[src/rtl/bus_pkg.sv]
// Shared definitions for the external-bus sequencer.
//   PH_*     : phase codes presented on pin_phase (0 idle, 1 addr, 2 turn, 3 data)
//   state_t  : FSM state type; encodings equal the phase codes so the state
//              register can drive pin_phase directly
//   nbeat()  : number of address beats for a given address/pin width
package bus_pkg;

  localparam logic [1:0] PH_IDLE = 2'd0;
  localparam logic [1:0] PH_ADDR = 2'd1;
  localparam logic [1:0] PH_TURN = 2'd2;
  localparam logic [1:0] PH_DATA = 2'd3;

  typedef enum logic [1:0] {
    ST_IDLE = PH_IDLE,
    ST_ADDR = PH_ADDR,
    ST_TURN = PH_TURN,
    ST_DATA = PH_DATA
  } state_t;

  function automatic int nbeat(input int addr_w, input int pin_w);
    return addr_w / pin_w;
  endfunction

endpackage

[src/rtl/beat_shifter.sv]
// Address beat shifter.
// Holds the transaction address and presents its low PIN_W bits as the
// current beat; each shift moves the next-higher beat into the low position.
//   clk   in  : clock
//   rst   in  : synchronous active-high reset, clears the register
//   load  in  : capture din (takes priority over clr/shift)
//   clr   in  : clear to zero (idle pin value)
//   shift in  : shift right by PIN_W, zero fill
//   din   in  : address to load
//   beat  out : low PIN_W bits of the register
module beat_shifter #(
  parameter int ADDR_W = 16,
  parameter int PIN_W  = 8
) (
  input  logic              clk,
  input  logic              rst,
  input  logic              load,
  input  logic              clr,
  input  logic              shift,
  input  logic [ADDR_W-1:0] din,
  output logic [PIN_W-1:0]  beat
);

  logic [ADDR_W-1:0] sr;

  always_ff @(posedge clk) begin
    if (rst) begin
      sr <= '0;
    end else if (load) begin
      sr <= din;
    end else if (clr) begin
      sr <= '0;
    end else if (shift) begin
      sr <= sr >> PIN_W;
    end
  end

  assign beat = sr[PIN_W-1:0];

endmodule

[src/rtl/mux_bus_controller.sv]
// External-bus transaction sequencer between the CPU core and the pin groups.
// Accepts one request, serialises the address onto pin_out (low beat first),
// optionally idles TURN_CYC turnaround cycles, then runs one data phase on the
// bidirectional pins (drive on write, sample on read) until ext_rdy or a
// wait timeout, and reports completion with a one-cycle rsp_valid pulse.
//   clk, rst                  : clock, synchronous active-high reset
//   req_valid/ready           : request handshake; req_rw 0=read 1=write
//   req_addr, req_wdata       : request address and write data
//   rsp_valid/rdata/err       : completion pulse, read data (held), timeout flag
//   ext_rdy                   : external device ready during data phase
//   pin_out                   : address beats, zero when idle
//   pin_phase                 : 0 idle, 1 addr, 2 turn, 3 data
//   uio_in/uio_out/uio_oe     : bidirectional pin group
module mux_bus_controller
  import bus_pkg::*;
#(
  parameter int ADDR_W   = 16,
  parameter int DATA_W   = 8,
  parameter int PIN_W    = 8,
  parameter int TURN_CYC = 1,
  parameter int WAIT_MAX = 15
) (
  input  logic              clk,
  input  logic              rst,
  input  logic              req_valid,
  output logic              req_ready,
  input  logic              req_rw,
  input  logic [ADDR_W-1:0] req_addr,
  input  logic [DATA_W-1:0] req_wdata,
  output logic              rsp_valid,
  output logic [DATA_W-1:0] rsp_rdata,
  output logic              rsp_err,
  input  logic              ext_rdy,
  output logic [PIN_W-1:0]  pin_out,
  output logic [1:0]        pin_phase,
  input  logic [PIN_W-1:0]  uio_in,
  output logic [PIN_W-1:0]  uio_out,
  output logic [PIN_W-1:0]  uio_oe
);

  localparam int NBEAT  = nbeat(ADDR_W, PIN_W);
  localparam int BEAT_W = $clog2(NBEAT + 1);
  localparam int TURN_W = 2;
  localparam int WAIT_W = (WAIT_MAX > 0) ? $clog2(WAIT_MAX + 1) : 1;
  localparam logic [WAIT_W-1:0] WAIT_SAT = WAIT_W'((WAIT_MAX > 0) ? WAIT_MAX : 1);

  state_t              state;
  state_t              state_nxt;
  logic [BEAT_W-1:0]   beat_cnt;
  logic [TURN_W-1:0]   turn_cnt;
  logic [WAIT_W-1:0]   wait_cnt;
  logic                rw_q;
  logic [DATA_W-1:0]   wdata_q;
  logic                accept;
  logic                beat_last;
  logic                turn_last;
  logic                timeout;
  logic                done;

  assign accept    = req_valid && req_ready;
  assign beat_last = (beat_cnt == BEAT_W'(NBEAT - 1));
  assign turn_last = (turn_cnt == TURN_W'(TURN_CYC - 1));
  // ext_rdy is checked before timeout, so a ready on the last allowed cycle succeeds
  assign timeout   = (WAIT_MAX > 0) && (wait_cnt == WAIT_W'(WAIT_MAX - 1));
  assign done      = (state == ST_DATA) && (ext_rdy || timeout);

  always_comb begin
    state_nxt = state;
    case (state)
      ST_IDLE: if (req_valid) state_nxt = ST_ADDR;
      ST_ADDR: begin
        if (beat_last) begin
          if (TURN_CYC > 0) state_nxt = ST_TURN;
          else              state_nxt = ST_DATA;
        end
      end
      ST_TURN: if (turn_last) state_nxt = ST_DATA;
      ST_DATA: if (ext_rdy || timeout) state_nxt = ST_IDLE;
      default: state_nxt = ST_IDLE;
    endcase
  end

  always_ff @(posedge clk) begin
    if (rst) begin
      state     <= ST_IDLE;
      req_ready <= 1'b1;
      rsp_valid <= 1'b0;
      rsp_err   <= 1'b0;
      rsp_rdata <= '0;
      uio_out   <= '0;
      uio_oe    <= '0;
      beat_cnt  <= '0;
      turn_cnt  <= '0;
      wait_cnt  <= '0;
      rw_q      <= 1'b0;
      wdata_q   <= '0;
    end else begin
      state     <= state_nxt;
      req_ready <= (state_nxt == ST_IDLE);
      rsp_valid <= done;
      rsp_err   <= done && !ext_rdy;
      if (done && ext_rdy && !rw_q) rsp_rdata <= uio_in;

      if (accept) begin
        rw_q    <= req_rw;
        wdata_q <= req_wdata;
      end

      // pin group is driven only while the data phase of a write is active
      if (state_nxt == ST_DATA && rw_q) begin
        uio_out <= wdata_q;
        uio_oe  <= '1;
      end else begin
        uio_out <= '0;
        uio_oe  <= '0;
      end

      // counters clear whenever the state changes and saturate otherwise
      if (state_nxt != state)                 beat_cnt <= '0;
      else if (state == ST_ADDR && !beat_last) beat_cnt <= beat_cnt + 1'b1;

      if (state_nxt != state)                 turn_cnt <= '0;
      else if (state == ST_TURN && !turn_last) turn_cnt <= turn_cnt + 1'b1;

      if (state_nxt != state)                 wait_cnt <= '0;
      else if (state == ST_DATA && !ext_rdy && wait_cnt != WAIT_SAT)
        wait_cnt <= wait_cnt + 1'b1;
    end
  end

  // shifter register doubles as the registered pin_out; it stops shifting on
  // the last beat so that beat is held through turnaround and data
  beat_shifter #(
    .ADDR_W (ADDR_W),
    .PIN_W  (PIN_W)
  ) u_beat_shifter (
    .clk   (clk),
    .rst   (rst),
    .load  (accept),
    .clr   (done),
    .shift ((state == ST_ADDR) && !beat_last),
    .din   (req_addr),
    .beat  (pin_out)
  );

  assign pin_phase = state;

endmodule

[config.mk]
export PLATFORM = sky130hd
export DESIGN_NAME = mux_bus_controller
export DESIGN_NICKNAME = d
export VERILOG_FILES = /design/src/rtl/bus_pkg.sv /design/src/rtl/beat_shifter.sv /design/src/rtl/mux_bus_controller.sv
export SDC_FILE = /design/constraint.sdc
export NUM_CORES = 1
export LEC_CHECK = 0
export BUFFER_PORTS_ARGS = -buffer_cell sky130_fd_sc_hd__buf_2
export CAP_MARGIN = 0
export CORE_MARGIN = 2
export CORE_UTILIZATION = 30
export CTS_CLUSTER_SIZE = 28
export DETAILED_ROUTE_END_ITERATION = 8
export REMOVE_ABC_BUFFERS = 1
export SLEW_MARGIN = 30
export SYNTH_ARGS = -nofsm -noshare
export SYNTH_HDL_FRONTEND = slang
export SYNTH_SLANG_ARGS = --single-unit
export TNS_END_PERCENT = 1
[constraint.sdc]
create_clock -name clk -period 2.74 [get_ports clk]
set_input_delay 0.137 -clock clk [delete_from_list [all_inputs] [get_ports clk]]
set_output_delay 0.137 -clock clk [all_outputs]
set_load 0.1 [all_outputs]
==> After elaboration in Yosys (flattened, before gate mapping) <==
Cells that the tools add are included.
{ "totals": {"output_inout_bits": 37, "word_cells": 55, "ff_bits": 62} }
{ "op_classes": {"n_reduce_logical": 21, "eq_ne": 8, "muxes": 9, "bitwise_logic": 1, "add_sub_neg": 3} }
{ "ops": {"columns": ["operator", "count"], "rows": [
  ["16-bit two-way mux", 3],
  ["1-bit logical AND", 10],
  ["2-bit two-way mux", 4],
  ["8-bit two-way mux", 1],
  ["2-bit one-hot mux with 4 select lines", 1],
  ["2-bit == test (second input constant)", 3],
  ["2-bit zero test", 3],
  ["2-bit by 1-bit adder with 2-bit output (second input constant)", 2],
  ["4-bit by 1-bit adder with 4-bit output (second input constant)", 1],
  ["2-bit by 1-bit == test with 1-bit output (second input constant)", 2],
  ["4-bit == test (second input constant)", 1],
  ["1-bit zero test", 4],
  ["4-bit != test (second input constant)", 1],
  ["2-bit OR reduction", 2],
  ["3-bit nonzero test", 1],
  ["2-bit != test", 1],
  ["1-bit logical OR", 1],
  ["1-bit inverter", 1]
]} }

==> Longest topological paths before layout <==
Gate-level depths: netlist of run 1.
{ "depth": {"word_depth": 8, "mapped_depth": 7, "mapped_depth_nobuf": 6} }

==> Cells and area by module <==
A second synthesis of run 1 with hierarchy kept.
{ "unflattened": {"hier_cells": 258, "hier_area_um2": 2366.0} }
{ "modules_own_cells": {"columns": ["mod", "area_each_um2", "instances", "cells_per_inst", "seq_area_each_um2"], "rows": [
  ["mux_bus_controller", 1627.8, 1, 169, 780.7],
  ["beat_shifter", 738.2, 1, 89, 320.3]
]} }

==> Least setup slack after synthesis of run 1 <==
OpenSTA, ideal clock, no wires.
{ "synth_timing": {"path_kind": "reg2reg", "from": "register state[0], in the netlist pin_phase[0]", "to": "register wait_cnt[1]", "t_required_ps": 2661, "arrival_ps": 2054, "period_less_slack_ps": 2133, "n_path_buf": 1, "path_stages_with_launch": 6, "path_slack_ps": 607, "path_cell_list": "dfxtp_1 buf_2 mux2i_1 o21ai_0 a211o_2 a211oi_2"} }
{ "synth_between": {"elab_chain_len": 4} }
{ "synth_rtl": {"columns": ["element", "line_no", "source"], "rows": [
  ["from (decl)", "mux_bus_controller.sv:47", "state_t state;"],
  ["from (signal assigned)", "mux_bus_controller.sv:98", "state <= state_nxt;"],
  ["2-bit == test (tied with other cells)", "mux_bus_controller.sv:69, mux_bus_controller.sv:126", null],
  ["2-bit one-hot mux with 4 select lines", "mux_bus_controller.sv:69", "case (state)"],
  ["2-bit != test", "mux_bus_controller.sv:125", "if (state_nxt != state) wait_cnt <= '0;"],
  ["2-bit OR reduction (no source line)", null, null],
  ["to (signal assigned)", "mux_bus_controller.sv:127", "wait_cnt <= wait_cnt + 1'b1;"],
  ["to (decl)", "mux_bus_controller.sv:51", "logic [WAIT_W-1:0] wait_cnt;"]
]} }
Parallel ways exist; a longest one is shown, timed or not.
A chain may end at the register's enable or synchronous reset.

==> Final worst setup path of run 1 <==
{ "layout_timing": {"from": "register wait_cnt[1]", "to": "register u_beat_shifter.sr[14]"} }
{ "layout_between": {"elab_chain_len": 5} }
{ "layout_rtl": {"columns": ["element", "line_no", "source"], "rows": [
  ["4-bit == test (*)", "mux_bus_controller.sv:64", "assign timeout = (WAIT_MAX > 0) && (wait_cnt == WAIT_W'(WAIT_MAX - 1));"],
  ["1-bit logical OR (*)", "mux_bus_controller.sv:65", "assign done = (state == ST_DATA) && (ext_rdy || timeout);"],
  ["1-bit logical AND (*)", "mux_bus_controller.sv:65", null],
  ["16-bit two-way mux", "beat_shifter.sv:31", "end else if (clr) begin"],
  ["16-bit two-way mux", "beat_shifter.sv:29", "end else if (load) begin"],
  ["to (signal assigned)", "beat_shifter.sv:30", "sr <= din;"],
  ["to (signal assigned)", "beat_shifter.sv:34", "sr <= sr >> PIN_W;"],
  ["to (decl)", "beat_shifter.sv:24", "logic [ADDR_W-1:0] sr;"]
]} }
Mark *: on every way between the ends. The rest lies on a longest branch, timed or not.

==> results of run 1 <==
## power by group
group | internal [W] | switching, W | total (W)
Combinational | 0.000100 | 0.000266 | 0.000366
Sequential | 0.000836 | 0.0000240 | 0.000860
Clock | 0.000176 | 0.000258 | 0.000433
Total | 0.00111 | 0.000548 | 0.00166
## through the flow
step / setup WS (ps) / instance area, sq um / power [W] / TNS (ps)
after floorplan: -2820 / 2130 / 0.00115 / -22520
after global placement: 932 / 2630 / 0.00124 / 0
after detailed placement: 882 / 2630 / 0.00125 / 0
after CTS: 871 / 2710 / 0.00169 / 0
after global routing: 706 / 2710 / 0.00175 / 0
final: 893 / 2710 / 0.00166 / 0
## sequential cells by signal (all words and copies together) (netlist names), 2 cells and up
signal,count
wdata_q,8
uio_out,8
rsp_rdata,8
pin_phase,2
beat_cnt,2
wait_cnt,4
turn_cnt,2
u_beat_shifter.sr,16
## final timing paths
path / start / to / slack [ps] / cells past startpoint
min reg2reg: wdata_q[7] / wdata_q[7] / 450 / 2
max reg2reg: wait_cnt[1] / u_beat_shifter.sr[14] / 890 / 5
min: req_wdata[3] / wdata_q[3] / 60 / 3
max: wait_cnt[1] / u_beat_shifter.sr[14] / 890 / 5
## cells by family (layout without fill, tap and decap cells)
kind of cell	after synthesis	count (layout)	synth area share (%)
simple gates	105	105	21.7
compound gates	58	58	18.0
flops	55	55	47.6
buf+inv	36	87	9.03
fa+ha+maj	4	4	2.16
xor+xnor	3	3	1.14
mux	1	1	0.432
## per-layer routing
metal | GRT usage [%] | vias up | part of all wire (%)
li1 | - | 974 | -
met1 | 16.0 | 833 | 47
met2 | 20.1 | 55 | 47
met3 | 3.29 | 5 | 5.3
met4 | 4.48 | 0 | 1.4
met5 | 0 | - | 0
## cells in the mapped netlist (all sizes together)
cell,n,area [sq um]
dfxtp,55,1100
nand2,47,176
a21oi,20,100
buf,20,149
nor2,19,73.8
nor3,19,95.1
a2bb2oi,16,140
o21ai,11,55.1
clkbuf,10,37.5
and2,9,56.3
inv,6,22.5
a211oi,5,65.1
ha,4,50.1
a31oi,2,18.8
xnor2,2,17.5
a211o,1,10.0
a21o,1,7.51
a22oi,1,12.5
and3b,1,8.76
mux2i,1,10.0
nand2b,1,6.26
nand3,1,5.00
nand3b,1,7.51
nand4,1,6.26
nand4b,1,8.76
nor2b,1,6.26
nor3b,1,12.5
nor4,1,6.26
nor4b,1,23.8
o21a,1,7.51
or3b,1,8.76
xor2,1,8.76
## critical path, stage by stage (launching register included)
cell	delay [ps]
dfxtp_1	390
ha_1	210
a31oi_2	150
a211oi_4	660
a2bb2oi_1	250
nor2_1	50
## area by class of cell
| cell class | count | area (sq um) | share of cell area [%] |
|---|---|---|---|
| Multi-Input combinational cell | 171 | 1000 | 37.1 |
| Timing Repair Buffer | 74 | 373 | 13.8 |
| Tap cell | 102 | 128 | 4.71 |
| Inverter | 6 | 22.5 | 0.831 |
| Sequential cell | 55 | 1100 | 40.6 |
| Clock buffer | 5 | 68.8 | 2.54 |
| Clock inverter | 2 | 13.8 | 0.508 |
==> out/qor.csv, run 1 <==
metric;value;unit
status;completed;
cts hold-fix bufs;0;
Crit Path Category;reg2reg;
power density over cell area;612;nW/um^2
number of max-cap violations;0;
Synth cell types;38;
Slew HR;41.6;%
period utilisation layout;67.4;%
Synth Area per Inst;8.83;sq um
final setup fails;0;
register bit total from synthesis;55;
Placed Cells;408;
die area;8430;sq um
hpwl dp;3.52;mm
drt total wl;4.97;mm
Ports;74;
Nets;354;
RSZ-0062 raised after global routing;no;
clock latency on the worst-skew pair;310;ps
Final min period;1850;ps
first-pass GRT wire length;8.30;mm
Placer Congestion;0.814;
vias in the first global route;1797;
clock slew at reported path FFs;100;ps
TritonCTS clock tree;done;
Worst EP required;2920;ps
Slew @ Worst Pin;877;ps
drt via density;4.50;
Max Clk Rate;0.541;GHz
grt ovf;0;
GRT Total Usage;12.4;%
CTS resizes;0;
Worst Setup End Kind;register;
hold crit path type;in2reg;
Final Util;35.6;%
commonest cells after routing, fill and taps aside;buf_2 (73), dfxtp_1 (55), nand2_1 (47);
Initial DRC Count;91;
Syn-to-layout area delta;17.1;%
critical path launch point type;register;
layout cell share with drive strength beyond 1;29.4;%
Non-Filler Instances;415;
postcts setup bufs;0;
total CTS buffers;5;
most common cell after layout, fill and taps aside;buf_2;
YS warnings;0;
post-synthesis sequential area ratio;47.6;%
CTS Buffer Depth;2;
worst-path maximum fanout;16;
Peak VDD IR;0.000223;V
CTS sink count;55;
initial antenna violation count;0;
WP data arrival;2020;ps
Die Y;91.8;microns
static leakage;1.16;nW
row cnt;32;
number of antenna diodes;0;
Cell Area, Synth;2310;sq um
Layout fillers;803;
final hold violation count;0;
Initial Util;30.4;%
first-pass iteration count of the detailed router;4;
Syn Inst Count;262;
input/output buffers;73;
Root Driver;clkbuf_8;
max-slew violation count;0;
via count;1867;
post-route ant nets;0;
Max H-tree Level;2;
DIE WIDTH;91.8;microns
pin count of the biggest net entering global routing;40;
DR WL/cell;12.0;microns
area of the core;7610;sq um
post-route DRC violation count;0;
Hold WS;57.9;ps
Clock Skew;6.24;ps
(Power assumes the default switching activity.)
==> run 2, diff against run 1 <==
--- a/config.mk
+++ b/config.mk
@@ -5,6 +5,7 @@
 export SDC_FILE = /design/constraint.sdc
 export NUM_CORES = 1
 export LEC_CHECK = 0
+export ABC_AREA = 1
 export BUFFER_PORTS_ARGS = -buffer_cell sky130_fd_sc_hd__buf_2
 export CAP_MARGIN = 0
 export CORE_MARGIN = 2
==> constraint.sdc (replaced) <==
create_clock -name clk -period 1.55 [get_ports clk]
set_input_delay 0.0775 -clock clk [delete_from_list [all_inputs] [get_ports clk]]
set_output_delay 0.0775 -clock clk [all_outputs]
set_load 0.1 [all_outputs]
==> run 2 against run 1 <==
- hold slack got worse by 53 ps
- critical path depth rose by 3
- core utilization rose by 2.9 points
- cell count rose by 21%
- non-clock buffer count rose by 15
- first-iteration DRC count fell by 51%
- via count rose by 15%
- flip-flop and latch count did not move
- largest cell class unchanged
==> out/qor.csv, run 2 <==
metric;value;unit;change
CTS sink count;55;;unchanged
clock latency on the worst-skew pair;300;ps;about the same
post-route ant nets;0;;unchanged
Most common cell on crit path;nand3_1;;
first-pass iteration count of the detailed router;4;;unchanged
total CTS buffers;5;;unchanged
area of the core;7770;sq um;+2.1%
hpwl dp;3.84;mm;+9.1%
status;completed;;
TritonCTS clock tree;done;;
power density over cell area;1180;nW/um^2;+92%
Synth Area per Inst;7.27;sq um;-18%
CTS Buffer Depth;2;;unchanged
DIE WIDTH;93.7;microns;+2.0%
Syn Inst Count;332;;+27%
Slew HR;66.6;%;+25 points
Syn-to-layout area delta;24.1;%;
most common cell after layout, fill and taps aside;buf_2;;
Slew @ Worst Pin;505;ps;-371 ps
synth top area cells;dfxtp_1 (46%), nand2_1 (8.7%), inv_1 (7.9%);;
number of enable flip-flop cells after synthesis;0;;unchanged
number of flip-flops in the largest register;16;;unchanged
register bit total from synthesis;55;;unchanged
Worst Setup End Kind;register;;
critical path's top delay family;simple AND/OR/NAND/NOR gates;;
final setup fails;0;;unchanged
Synth top cells by count;nand2_1 (56), dfxtp_1 (55), inv_1 (51);;
Max stage delay on crit path;340;ps;-320 ps
period utilisation layout;92.2;%;+25 points
clock slew at reported path FFs;90;ps;about the same
drt total wl;5.44;mm;+9.4%
CP bufs+invs;1;;+1
critical path launch point type;register;;
top_reg_cell synth;dfxtp_1;;
Root Driver;clkbuf_8;;
Total Power;0.00352;W;+110%
Layout fillers;852;;+6.1%
Peak VDD IR;0.000352;V;+58%
final hold violation count;0;;unchanged
Hold WS;5.29;ps;-52.7 ps
post-synth top area share;45.6;%;-2.0 points
Initial Util;31.1;%;+0.66 points
commonest cells after routing, fill and taps aside;buf_2 (73), nand2_1 (55), dfxtp_1 (54);;
post-synth top area cell;dfxtp_1;;
GRT Total Usage;12.5;%;+0.044 points
most common cell in the netlist;nand2_1;;
Worst R2R Start;beat_cnt[1];;
vias in the first global route;2009;;+12%
WP data arrival;1630;ps;-390 ps
GRT busiest layer;met2;;
via count;2143;;+15%
initial antenna violation count;0;;unchanged
Clock Skew;7.81;ps;+1.57 ps
input/output buffers;73;;unchanged
Slowest-stage cell, CP;dfxtp_1;;
M3 GR Usage;3.61;%;+0.32 points
row cnt;32;;unchanged
max-slew violation count;0;;unchanged
number of max-cap violations;0;;unchanged
Nets;442;;+25%
Crit Path Category;reg2reg;;
postcts setup bufs;0;;unchanged
Max Clk Rate;0.699;GHz;+29%
CP startpoint;beat_cnt[1];;
met2 Use GR;21.3;%;+1.2 points
Final Util;38.6;%;+2.9 points
critical path cell sequence;inv_1 > ha_1 > nor2_2 > nand2_1 > nand3_1 > nand3_1 > nand2_2 > nor2_1;;
Worst EP required;1750;ps;-1170 ps
first-pass GRT wire length;8.81;mm;+6.2%
Max H-tree Level;2;;unchanged
Ports;74;;unchanged
drt via density;4.26;;-5.3%
Initial DRC Count;45;;-51%
Most flops, register;u_beat_shifter.sr;;
grt ovf;0;;unchanged
Cell Area, Synth;2410;sq um;+4.3%
die area;8780;sq um;+4.1%
worst-path maximum fanout;8;;-8
DR WL/cell;10.8;microns;-9.8%
RSZ-0062 raised after global routing;yes;;
layout cell share with drive strength beyond 1;24.4;%;-5.0 points
Async SR Flop Fraction;0;%;unchanged
pin count of the biggest net entering global routing;42;;+5.0%
number of antenna diodes;0;;unchanged
post-synthesis sequential area ratio;45.6;%;-2.0 points
static leakage;1.46;nW;+26%
Die Y;93.7;microns;+2.0%
Synth cell types;25;;-34%
hold crit path type;in2reg;;
met1 usage;15.3;%;-0.62 points
YS warnings;0;;unchanged
post-route DRC violation count;0;;unchanged
hold path start;uio_in[4];;
Placer Congestion;0.801;;-1.5%
Final min period;1430;ps;-418 ps
-- run 2: final cells by class --
| type | count | area, sq um | area share (%) |
|---|---|---|---|
| clock buffer | 6 | 72.6 | 2.42 |
| clock inverter | 1 | 30.0 | 1.00 |
| inverter | 57 | 214 | 7.14 |
| multi-input combinational | 193 | 936 | 31.2 |
| sequential | 55 | 1100 | 36.8 |
| tap | 102 | 128 | 4.26 |
| timing repair buffer | 89 | 514 | 17.2 |
-- run 2: worst min-delay path, cell delays in order --
cell and delay [ps]:
buf_2 80, nor2_1 30, nor2_1 90
-- run 2: routing by layer --
layer	wire length, microns	part of all wire [%]
met1	2480	46
met2	2540	47
met3	350	6.4
met5	0	0
met4	66	1.2
-- run 2: cell families (layout without fill, tap and decap cells) --
logic type	count (synthesis)	in the layout	share of synthesized area, %
AND/OR/NAND/NOR	144	144	26.2
buffers and inverters	84	153	16.1
flip-flops	55	55	45.6
AO/OA/AOI/OAI	41	41	8.60
adder cells (fa/ha/maj)	4	4	2.07
XOR/XNOR	4	4	1.45
-- run 2: report_power, final --
group          internal (W)  switching (W)  total (W)
clock network      0.000474       0.000446   0.000920
logic              0.000255       0.000779    0.00103
registers           0.00152      0.0000515    0.00157
total               0.00225        0.00128    0.00352
-- run 2: final timing paths --
kind                                      to  slack [ps]  depth (start not counted)
worst max-delay path             turn_cnt[1]         120                          8
worst min-delay path            rsp_rdata[4]           5                          3
worst max register to register   turn_cnt[1]         120                          8
worst min register to register    uio_out[0]         440                          2
-- run 2: what timing repair did --
item,in CTS,in global routing
hold endpoints to repair,7,0
gates resized for setup,0,7
endpoints found under the setup margin,0,21
hold buffers,7,0
-- run 2: stage by stage --
step	cell area [sq um]	worst slack (ps)	cells	TNS [ps]
final	3000	120	503	0
after global routing	3000	-3.55	503	-3.55
after CTS	2970	33.9	503	0
after detailed placement	2800	45.9	489	0
after global placement	2800	64.8	489	0
after floorplan	2240	-3950	305	-66360
==> run 3, diff against run 2 <==
--- a/config.mk
+++ b/config.mk
@@ -12,6 +12,7 @@
 export CORE_UTILIZATION = 30
 export CTS_CLUSTER_SIZE = 28
 export DETAILED_ROUTE_END_ITERATION = 8
+export PLACE_DENSITY_LB_ADDON = 0.08
 export REMOVE_ABC_BUFFERS = 1
 export SLEW_MARGIN = 30
 export SYNTH_ARGS = -nofsm -noshare
==> constraint.sdc (replaced) <==
create_clock -name clk -period 1.55 [get_ports clk]
set_input_delay 0 -clock clk [delete_from_list [all_inputs] [get_ports clk]]
set_output_delay 0 -clock clk [all_outputs]
set_load 0.1 [all_outputs]
==> run 3 against run 2 <==
- clock skew up 5.4 ps
- clock power down 5.2%
- worst setup slack better by 60 ps
- global-route usage up 1.5 points
- register-to-register slack better by 60 ps
- critical path type unchanged
- largest cell class unchanged
==> out/qor.csv, run 3 (synthesized netlist as in run 2, its figures left out) <==
metric;value;unit;change
post-route ant nets;0;;unchanged
Max stage delay on crit path;350;ps;about the same
critical path launch point type;register;;
max-slew violation count;0;;unchanged
vias in the first global route;2108;;+4.9%
power density over cell area;1080;nW/um^2;-8.1%
Peak VDD IR;0.000376;V;+6.7%
drt via density;4.18;;-1.9%
first-pass GRT wire length;9.74;mm;+10%
grt ovf;0;;unchanged
Root Driver;clkbuf_8;;
Ports;74;;unchanged
placed cell area;2830;sq um;+1.1%
post-route DRC violation count;0;;unchanged
static leakage;1.58;nW;+8.5%
Most flops, register;u_beat_shifter.sr;;
via count;2237;;+4.4%
Max Clk Rate;0.730;GHz;+4.4%
WP data arrival;1630;ps;about the same
initial antenna violation count;0;;unchanged
area of the core;7770;sq um;unchanged
Sw Pwr;0.00138;W;+7.8%
number of max-cap violations;0;;unchanged
total CTS buffers;5;;unchanged
final worst slack;180;ps;+60.0 ps
clock slew at reported path FFs;120;ps;+30 ps
Slew @ Worst Pin;503;ps;-2.32 ps
RSZ-0062 raised after global routing;no;;
die area;8780;sq um;unchanged
CTS sink count;55;;unchanged
DR WL/cell;11.0;microns;+2.0%
number of flip-flops in the largest register;16;;unchanged
setup slack at placement;89.9;ps;+44.0 ps
Non-Filler Instances;535;;+6.4%
Combinational Power Share;31.4;%;+2.1 points
internal power;0.00218;W;-3.0%
period utilisation layout;88.4;%;-3.9 points
Layout fillers;846;;-0.70%
status;completed;;
Syn-to-layout area delta;36.3;%;
register share of total power;44.1;%;-0.4 points
CTS Buffer Depth;2;;unchanged
Nets;473;;+7.0%
Final min period;1370;ps;-60.0 ps
Placer Congestion;0.782;;-2.4%
postcts setup bufs;0;;unchanged
Worst Setup End Kind;register;;
clock share of power;24.5;%;-1.6 points
first-pass iteration count of the detailed router;4;;unchanged
Placed Cells;493;;+0.82%
Crit Path Category;reg2reg;;
pin count of the biggest net entering global routing;30;;-29%
worst-path maximum fanout;15;;+7
Slowest-stage cell, CP;dfxtp_2;;
Switching Share;38.7;%;+2.5 points
input/output buffers;73;;unchanged
most common cell after layout, fill and taps aside;buf_2;;
Worst EP required;1810;ps;+60 ps
commonest cells after routing, fill and taps aside;buf_2 (73), nand2_1 (55), dfxtp_1 (53);;
clock latency on the worst-skew pair;320;ps;+20 ps
final hold violation count;0;;unchanged
layout cell share with drive strength beyond 1;24.0;%;-0.42 points
number of antenna diodes;0;;unchanged
Clock Skew;13.2;ps;+5.41 ps
DIE WIDTH;93.7;microns;unchanged
hpwl dp;3.90;mm;+1.6%
hold crit path type;in2reg;;
Initial DRC Count;65;;+44%
critical path cell sequence;inv_1 > ha_1 > nand3_1 > nand2_1 > nand2_2 > buf_6 > nand3_1 > nand2_1 > clkinv_1 > nor2_1;;
Final Cell Area;3290;sq um;+9.8%
final setup fails;0;;unchanged
Max H-tree Level;2;;unchanged
Initial Util;31.1;%;unchanged
row cnt;32;;unchanged
GRT Total Usage;13.9;%;+1.5 points
Slew HR;66.7;%;+0.15 points
Die Y;93.7;microns;unchanged
TritonCTS clock tree;done;;
Final Util;42.4;%;+3.8 points
drt total wl;5.90;mm;+8.5%
-- run 3: cell types whose count changed in the layout (fill, tap and decap cells not counted), sizes merged --
cell         change
bufinv           -1
buf              +4
dlygate4sd3     +27
clkinv           +1
clkbuf           -1
inv              +2
-- run 3: metrics by stage --
step           hold slack (ps)  setup TNS [ps]  total power, W
5_1_grt                   67.3               0         0.00376
4_1_cts                   56.8               0         0.00360
3_5_place_dp               227               0         0.00265
2_1_floorplan             69.1          -65740         0.00239
3_3_place_gp               222               0         0.00265
6_report                  60.8               0         0.00356
-- run 3: worst max-delay path, delay by kind of cell (launching register included) --
kind	cells	cell delay, ps
and+or+nand+nor	6	490
DFF	1	350
buffers and inverters	3	280
adders and majority gates	1	190
-- run 3: worst paths after layout --
kind / start / end / slack, ps / cells after the start
hold / removal: rst / u_beat_shifter.sr[9] / 60 / 3
setup reg to reg: wait_cnt[0] / u_beat_shifter.sr[3] / 180 / 10
hold reg to reg: wdata_q[6] / uio_out[6] / 430 / 2
setup / recovery: wait_cnt[0] / u_beat_shifter.sr[3] / 180 / 10
-- run 3: area by class of cell --
type | instances | area, sq um | area share (%)
flip-flops and latches | 55 | 1100 | 33.5
multi-input cells | 193 | 928 | 28.2
repair buffers | 120 | 815 | 24.8
inverters | 57 | 214 | 6.50
well taps | 102 | 128 | 3.88
clock buffers | 5 | 68.8 | 2.09
clock inverters | 3 | 33.8 | 1.03
-- run 3: routing by layer --
metal  track usage (%)  share of wire (%)  up-vias
met2              23.3                 47       47
li1                  -                  -     1212
met4              3.99               0.81        0
met1              17.7                 48      974
met5                 0                  0        -
met3              3.61                4.3        4
-- run 3: timing repair --
item,in CTS,in global routing
gates resized for setup,0,6
endpoints found under the hold margin,34,0
hold buffers,34,0
setup endpoints to repair,0,18
-- run 3: power groups by stage --
stage,Sequential [W],Combinational [W],Clock (W)
floorplan,0.00203,0.000362,0
finish,0.00157,0.00111,0.000872
detailed placement,0.00160,0.00105,0
global route,0.00158,0.00122,0.000963
global placement,0.00160,0.00105,0
CTS,0.00157,0.00112,0.000914
